===== src/rtl/cpu_pkg.sv =====
// Shared CPU definitions: fetch FSM states, instruction geometry and the
// OFFSET field position that fetch and decode both rely on.
package cpu_pkg;

    typedef enum logic [1:0] {
        IDLE,
        FETCH,
        ISSUE
    } fetch_state_t;

    localparam int INSTR_W   = 32;
    localparam int PC_STEP   = 4;
    localparam int OFFSET_HI = 23;
    localparam int OFFSET_LO = 16;
    localparam int OFFSET_W  = OFFSET_HI - OFFSET_LO + 1;

endpackage


===== src/rtl/pc_next_calc.sv =====
// Next-PC adder: sequential PC+4, or PC+4 plus a signed word offset on
// a taken branch or jump. All arithmetic wraps modulo 2^32.
module pc_next_calc
    import cpu_pkg::*;
(
    input  logic [31:0]         pc_i,
    input  logic [OFFSET_W-1:0] offset_i,
    input  logic                branch_taken_i,
    input  logic                jump_i,
    output logic [31:0]         next_pc_o
);

    logic [31:0] seq_pc;
    logic [31:0] off_bytes;

    assign seq_pc    = pc_i + 32'(PC_STEP);
    // Word offset -> byte offset, sign-extended to the PC width.
    assign off_bytes = {{(32 - OFFSET_W - 2){offset_i[OFFSET_W-1]}},
                        offset_i, 2'b00};

    assign next_pc_o = (branch_taken_i || jump_i) ? seq_pc + off_bytes
                                                  : seq_pc;

endmodule


===== src/rtl/instruction_fetch.sv =====
// Fetch stage: owns the PC, reads instruction memory through busywait
// stalls and hands a latched instruction plus valid flag to decode.
module instruction_fetch
    import cpu_pkg::*;
#(
    parameter logic [31:0] RESET_PC    = 32'h0000_0000,
    parameter int          IMEM_ADDR_W = 10
) (
    input  logic                   CLK,
    input  logic                   RESET,
    output logic                   IMEM_READ,
    output logic [IMEM_ADDR_W-1:0] IMEM_ADDRESS,
    input  logic [INSTR_W-1:0]     IMEM_READDATA,
    input  logic                   IMEM_BUSYWAIT,
    output logic [INSTR_W-1:0]     INSTRUCTION,
    output logic                   INSTR_VALID,
    output logic [31:0]            PC,
    input  logic [OFFSET_W-1:0]    OFFSET,
    input  logic                   BRANCH_TAKEN,
    input  logic                   JUMP,
    input  logic                   STALL
);

    fetch_state_t       state_q, state_d;
    logic [31:0]        pc_q, pc_d;
    logic [INSTR_W-1:0] instr_q, instr_d;
    logic [31:0]        next_pc;

    pc_next_calc u_pc_next_calc (
        .pc_i           (pc_q),
        .offset_i       (OFFSET),
        .branch_taken_i (BRANCH_TAKEN),
        .jump_i         (JUMP),
        .next_pc_o      (next_pc)
    );

    always_ff @(posedge CLK or posedge RESET) begin
        if (RESET) begin
            state_q <= IDLE;
            pc_q    <= RESET_PC;
            instr_q <= '0;
        end else begin
            state_q <= state_d;
            pc_q    <= pc_d;
            instr_q <= instr_d;
        end
    end

    always_comb begin
        state_d = state_q;
        pc_d    = pc_q;
        instr_d = instr_q;
        unique case (state_q)
            IDLE: state_d = FETCH;
            FETCH: begin
                if (!IMEM_BUSYWAIT) begin
                    instr_d = IMEM_READDATA;
                    state_d = ISSUE;
                end
            end
            ISSUE: begin
                // Control inputs only matter on the edge that retires.
                if (!STALL) begin
                    pc_d    = next_pc;
                    state_d = FETCH;
                end
            end
            default: state_d = IDLE;
        endcase
    end

    assign IMEM_READ    = (state_q == FETCH);
    assign INSTR_VALID  = (state_q == ISSUE);
    assign IMEM_ADDRESS = pc_q[IMEM_ADDR_W+1:2];
    assign INSTRUCTION  = instr_q;
    assign PC           = pc_q;

endmodule


===== config.mk =====
export PLATFORM = sky130hd
export DESIGN_NAME = instruction_fetch
export DESIGN_NICKNAME = d
export VERILOG_FILES = /design/src/rtl/cpu_pkg.sv /design/src/rtl/pc_next_calc.sv /design/src/rtl/instruction_fetch.sv
export SDC_FILE = /design/constraint.sdc
export NUM_CORES = 1
export LEC_CHECK = 0
export CORE_MARGIN = 4
export CORE_UTILIZATION = 39
export CTS_BUF_LIST = sky130_fd_sc_hd__clkbuf_2 sky130_fd_sc_hd__clkbuf_4 sky130_fd_sc_hd__clkbuf_8
export CTS_CLUSTER_SIZE = 8
export DETAILED_ROUTE_END_ITERATION = 8
export PLACE_DENSITY = 0.65
export SYNTH_ARGS = -nofsm -noshare
export SYNTH_HDL_FRONTEND = slang
export SYNTH_SLANG_ARGS = --single-unit

===== constraint.sdc =====
create_clock -name CLK -period 4.1 [get_ports CLK]
set_input_delay 0.41 -clock CLK [delete_from_list [all_inputs] [get_ports CLK]]
set_output_delay 0.41 -clock CLK [all_outputs]
set_load 0.05 [all_outputs]

* Word-level counts from Yosys, hierarchy flattened
Index checks and enable logic that the tools add are counted.
** Storage, ports and cells
- Output and inout port bits :: 76
- Word-level logic and storage cells :: 20
- Flip-flop bits (word level) :: 66
- Bits of input ports :: 46
** Cells by class
- Reductions and logical operators :: 5
- Eq/ne operators :: 4
- Bitwise gates (word level) :: 2
- Mux-type cells :: 4
- $add $sub $neg :: 2
** Operators by type and width (count)
- adder 32 x 3 -> 32 bit, second input constant :: 1
- adder 32 bit :: 1
- 2-to-1 mux 32 bit :: 1
- case mux 2 bit (3 select lines) :: 1
- AND reduction 2 bit :: 3
- 2-to-1 mux 2 bit :: 2
- inequality test 2 bit, second input constant :: 2
- == test 2 x 1 -> 1 bit, second input constant :: 1
- == test 2 bit, second input constant :: 1
- zero test 2 bit :: 1
- NOT 1 bit :: 2
- logical OR 1 bit :: 1

* Depth between registers and ports, before layout
Gate-level depths: netlist (run 1).
- Word-level depth :: 3
- Depth in mapped cells :: 17
- Depth with buffers taken out :: 16

* Modules after synthesis
A second synthesis (run 1) with hierarchy kept.
** Unflattened totals
- Cell total of the unflattened synthesis :: 543
- Area, all modules :: 5186.2 um^2
** Modules (own cells, without submodules)
- instruction_fetch :: seq. area each 1651.6 um^2, instances 1, cells an instance 155, area an instance 2593.7 um^2
- pc_next_calc :: seq. area each 0.0 um^2, instances 1, cells an instance 388, area an instance 2592.5 um^2

* Worst setup path after synthesis (run 1)
OpenSTA, ideal clock, no wires.
- Kind :: register to register
- Start :: register pc_q[4] (netlist: PC[4])
- End :: register pc_q[31] (netlist: PC[31])
- Stages on the path, launching flop included :: 18
- Data arrival time :: 3.857 ns
- Setup slack :: 0.100 ns
- Period minus slack after synthesis :: 4.000 ns
- Required time :: 3.957 ns
- Buffers on the path :: 1
- Setup time :: 0.143 ns
- Cell sequence :: dfrtp_1 and4_1 nand2_1 nor4_2 and2_1 nand4_1 xnor2_1 ha_1 clkbuf_1 a21o_1 a21o_1 a21oi_1 o21ai_0 a21oi_1 o2111ai_1 o211a_1 a31o_1 xor2_1
** Between the ends
- Word-level cells in the longest chain between the ends :: 3
** RTL lines
- from (decl) :: line instruction_fetch.sv:25 : logic [31:0] pc_q, pc_d;
- from (signal assigned) :: line instruction_fetch.sv:44 : pc_q <= pc_d;
- adder 32 x 3 -> 32 bit * :: line pc_next_calc.sv:16 : assign seq_pc = pc_i + 32'(PC_STEP);
- adder 32 bit :: line pc_next_calc.sv:21 : assign next_pc_o = (branch_taken_i || jump_i) ? seq_pc + off_bytes
- 2-to-1 mux 32 bit * :: line pc_next_calc.sv:21
Mark *: on every way between the ends. The rest lies on a longest branch, timed or not.
A chain may end at the register's enable or synchronous reset.

* Final worst setup path (run 1)
- Start :: register pc_q[6] (netlist: PC[6])
- End :: register pc_q[24] (netlist: PC[24])
The elaborated chain is that of the path after synthesis.

==> results.cfg, run 1 <==
[synth]
syn_avg_cell_area_um2 = 8.97
synth_top_family_by_area = compound AO/OA/AOI/OAI gates
synth_area_um2 = 5030
yosysMostFrequentCell = dfrtp_1
synth_common_cells = dfrtp_1 (64), a21oi_1 (50), nand2_1 (47)
synth_mux_area_frac = 0.0716
synthAdderAreaFrac = 0.0960
synth-compound-area-share = 0.207
yosysTopAreaCellShare = 0.318
synth_enable_flop_cells = 0
syn_inst = 561
yosysSeqAreaShare = 0.318
synth_area_leader_cell = dfrtp_1
synth_xor_area_frac = 0.0870
ys_ff_latch = 64
synth.distinct_cells = 58
synth-simple-area-share = 0.173
ys_warn_count = 0
synthTopCellsByArea = dfrtp_1 (32%), ha_1 (9.2%), mux2_2 (7.2%)
synthArstFlopShare = 1.00
ys.flop_type = dfrtp_1

[floorplanning]
ios = 122
die_h_um = 122
initial_core_util = 0.399
die_w_um = 122
rows = 41
design.core.area_um2 = 12600
die_area_um2 = 14800

[placement]
io_buffers = 119
post-dp-hpwl_mm = 11.4
place_congestion = 0.950
placed_cells_incl_taps = 832

[sta]
slew-limit-headroom = 0.301
finalHoldViolCount = 0
clock.fmax_mhz = 258
finalCritPeriodShare = 0.944
report.final.slew_viol_count = 0
clock_skew_ps = 12.7
worst_pin_slew_ps = 1050
rsz0062_at_grt = no
finalSetupViolCount = 0
final.setup.tns_ps = 0
period_needed_ps = 3870

[global_routing]
track_usage = 0.201
antenna_found_initial = 0
grt_pass1_wl_mm = 23.9
grt.overflow.total = 0
grt_max_degree = 44
grt_pass1_vias = 4612

[worst_hold_path]
min_path_type = flip-flop to flip-flop
hold_path_depth = 1

[setup_path]
slowest_delay_ps = 450
rrSetupSlack_ps = 230
startpoint = PC[6]
reg2reg_depth = 14
worst_setup_path_end_kind = flip-flop
cp_max_fo = 6
worstReg2RegEnd = PC[24]
path_buf_inv = 0
cpMostUsedCell = a21o_1
crit_family = compound AO/OA/AOI/OAI gates
crit_type = flip-flop to flip-flop
cpMaxStageDelayCell = dfrtp_1
required_ps = 4330
setup.worst_path.end = PC[24]
timing.rr.start = PC[6]
arrival_ps = 4100
cp_num_cells = 14
start_kind = flip-flop
crit_chain = and4_1 > nand3_1 > nor2_2 > nand2_1 > xnor2_1 > ha_1 > a21o_1 > a21o_1 > a21o_1 > a221oi_1 > o31a_1 > o21bai_1 > xor2_1 > a221o_1

[final_layout]
num-fill-cells = 1236
final_nets = 759
fin_util = 0.528
area_growth_pct = 32.5
diodes = 0
drive_above_1_share = 0.143
fin_cells = 852

[clocking]
cts_buffer_depth = 2
cts.sinks = 64
cts_buffers = 9
h-tree-depth = 3
cts_hold_buf = 0
clk_latency_ps = 350
clkTransAtPathRegs_ps = 80
cts_root_buf = clkbuf_8
cts_tree = built

[routing]
wl_per_cell_um = 17.3
drt_wl_total_mm = 14.8
via_per_inst = 5.56
drt_iter0_drc = 318
dr.pass1.iters = 4
drtAntennaViolNets = 0
vias = 4740
drc = 0

[pwr]
leakagePower_nw = 2.76
ir_worst_vdd_mv = 0.336
power_density_nw_per_um2 = 957

[outcome]
status = completed

[flow_run]
max_cap_violations = 0
[cells in the final DEF, fill, tap and decap left out, types with 3 or more instances in the layout]
cell,n
a21o_1,22
a21oi_1,49
a21oi_2,3
a221o_1,7
a31oi_1,8
and3_1,5
and4_1,3
buf_4,21
clkbuf_8,10
clkdlybuf4s50_1,119
dfrtp_1,59
dfrtp_2,5
ha_1,36
inv_1,9
mux2_2,32
nand2_1,47
nand2b_1,3
nand3_1,23
nand4_1,18
nor2_1,35
nor2_2,3
nor3_1,7
nor4_1,3
nor4b_1,3
o211ai_1,4
o21a_1,7
o21ai_0,27
o21ai_1,3
o21bai_1,5
o22ai_1,5
or3_1,4
xnor2_1,30
xor2_1,20
[final cells by class]
cell class | count | area, um2 | area share
Sequential cell | 64 | 1610 | 0.241
Multi-Input combinational cell | 449 | 3230 | 0.484
Clock inverter | 6 | 91.3 | 0.0137
Inverter | 11 | 41.3 | 0.00619
Clock buffer | 10 | 138 | 0.0206
Tap cell | 172 | 215 | 0.0323
Timing Repair Buffer | 140 | 1350 | 0.202
[metrics by stage]
stage / setup WS [ps] / total power [mW] / area [um2] / hold WS, ps
5_1_grt: 1.70 / 6.78 / 6670 / 513
6_report: 230 / 6.38 / 6670 / 478
3_5_place_dp: 44.8 / 5.70 / 6380 / 472
3_3_place_gp: 39.4 / 5.65 / 6380 / 457
4_1_cts: 0.298 / 6.35 / 6610 / 486
2_1_floorplan: 99.6 / 4.40 / 5030 / 443
[power by group]
part / leakage [nW] / switching (mW) / internal (mW)
clock: 0.117 / 0.262 / 0.362
combinational: 1.90 / 2.77 / 1.70
sequential: 0.747 / 0.345 / 0.948
total: 2.76 / 3.38 / 3.01
[worst reg2reg max path: cells and delay by family, from the launching register on]
kind                       cells  cell delay (ps)
AOI/OAI and AO/OA              7             1720
and+or+nand+nor                4              840
DFF                            1              450
xor gates and xnor gates       2              410
adders and majority gates      1              330
[state kept, by name (all words and copies together) (netlist names)]
register,cells
state_q,2
INSTRUCTION,32
PC,30
[logic make-up after synthesis]
kind of cell               after synthesis
and+or+nand+nor                        167
AOI/OAI and AO/OA                      160
DFF                                     64
xor gates and xnor gates                50
buffers and inverters                   49
adders and majority gates               38
muxes                                   32
other                                    1
[layer usage]
layer,track usage,routed length (um),up-vias,share of wire
li1,-,-,2278,-
met5,0,0,-,0
met1,0.280,6780,2279,0.46
met3,0.0427,1070,11,0.073
met2,0.323,6750,172,0.46
met4,0.0434,148,0,0.010
[what timing repair did]
item | in CTS | in global routing
hold endpoints to repair | 0 | 0
setup endpoints to repair | 0 | 7
resized for setup | 0 | 10
buffers inserted | 0 | 4
[worst min path at each step]
| stage | startpoint | endpoint | slack, ps |
|---|---|---|---|
| 2_1_floorplan | state_q[0] | state_q[0] | 440 |
| 6_report | state_q[0] | state_q[0] | 480 |
| 5_1_grt | state_q[0] | state_q[0] | 510 |
| 3_3_place_gp | state_q[0] | state_q[0] | 460 |
| 3_5_place_dp | state_q[0] | state_q[0] | 470 |
| 4_1_cts | state_q[0] | state_q[0] | 490 |
Power figures use the tool's default switching activity.
==> inputs of run 2 (changes only) <==
--- a/config.mk
+++ b/config.mk
@@ -8,7 +8,6 @@
 export CORE_MARGIN = 4
 export CORE_UTILIZATION = 39
 export CTS_BUF_LIST = sky130_fd_sc_hd__clkbuf_2 sky130_fd_sc_hd__clkbuf_4 sky130_fd_sc_hd__clkbuf_8
-export CTS_CLUSTER_SIZE = 8
 export DETAILED_ROUTE_END_ITERATION = 8
 export PLACE_DENSITY = 0.65
 export SYNTH_ARGS = -nofsm -noshare
==> results of run 2 <==
Same layout as run 1: the final DEF is identical, and so are final timing and power.
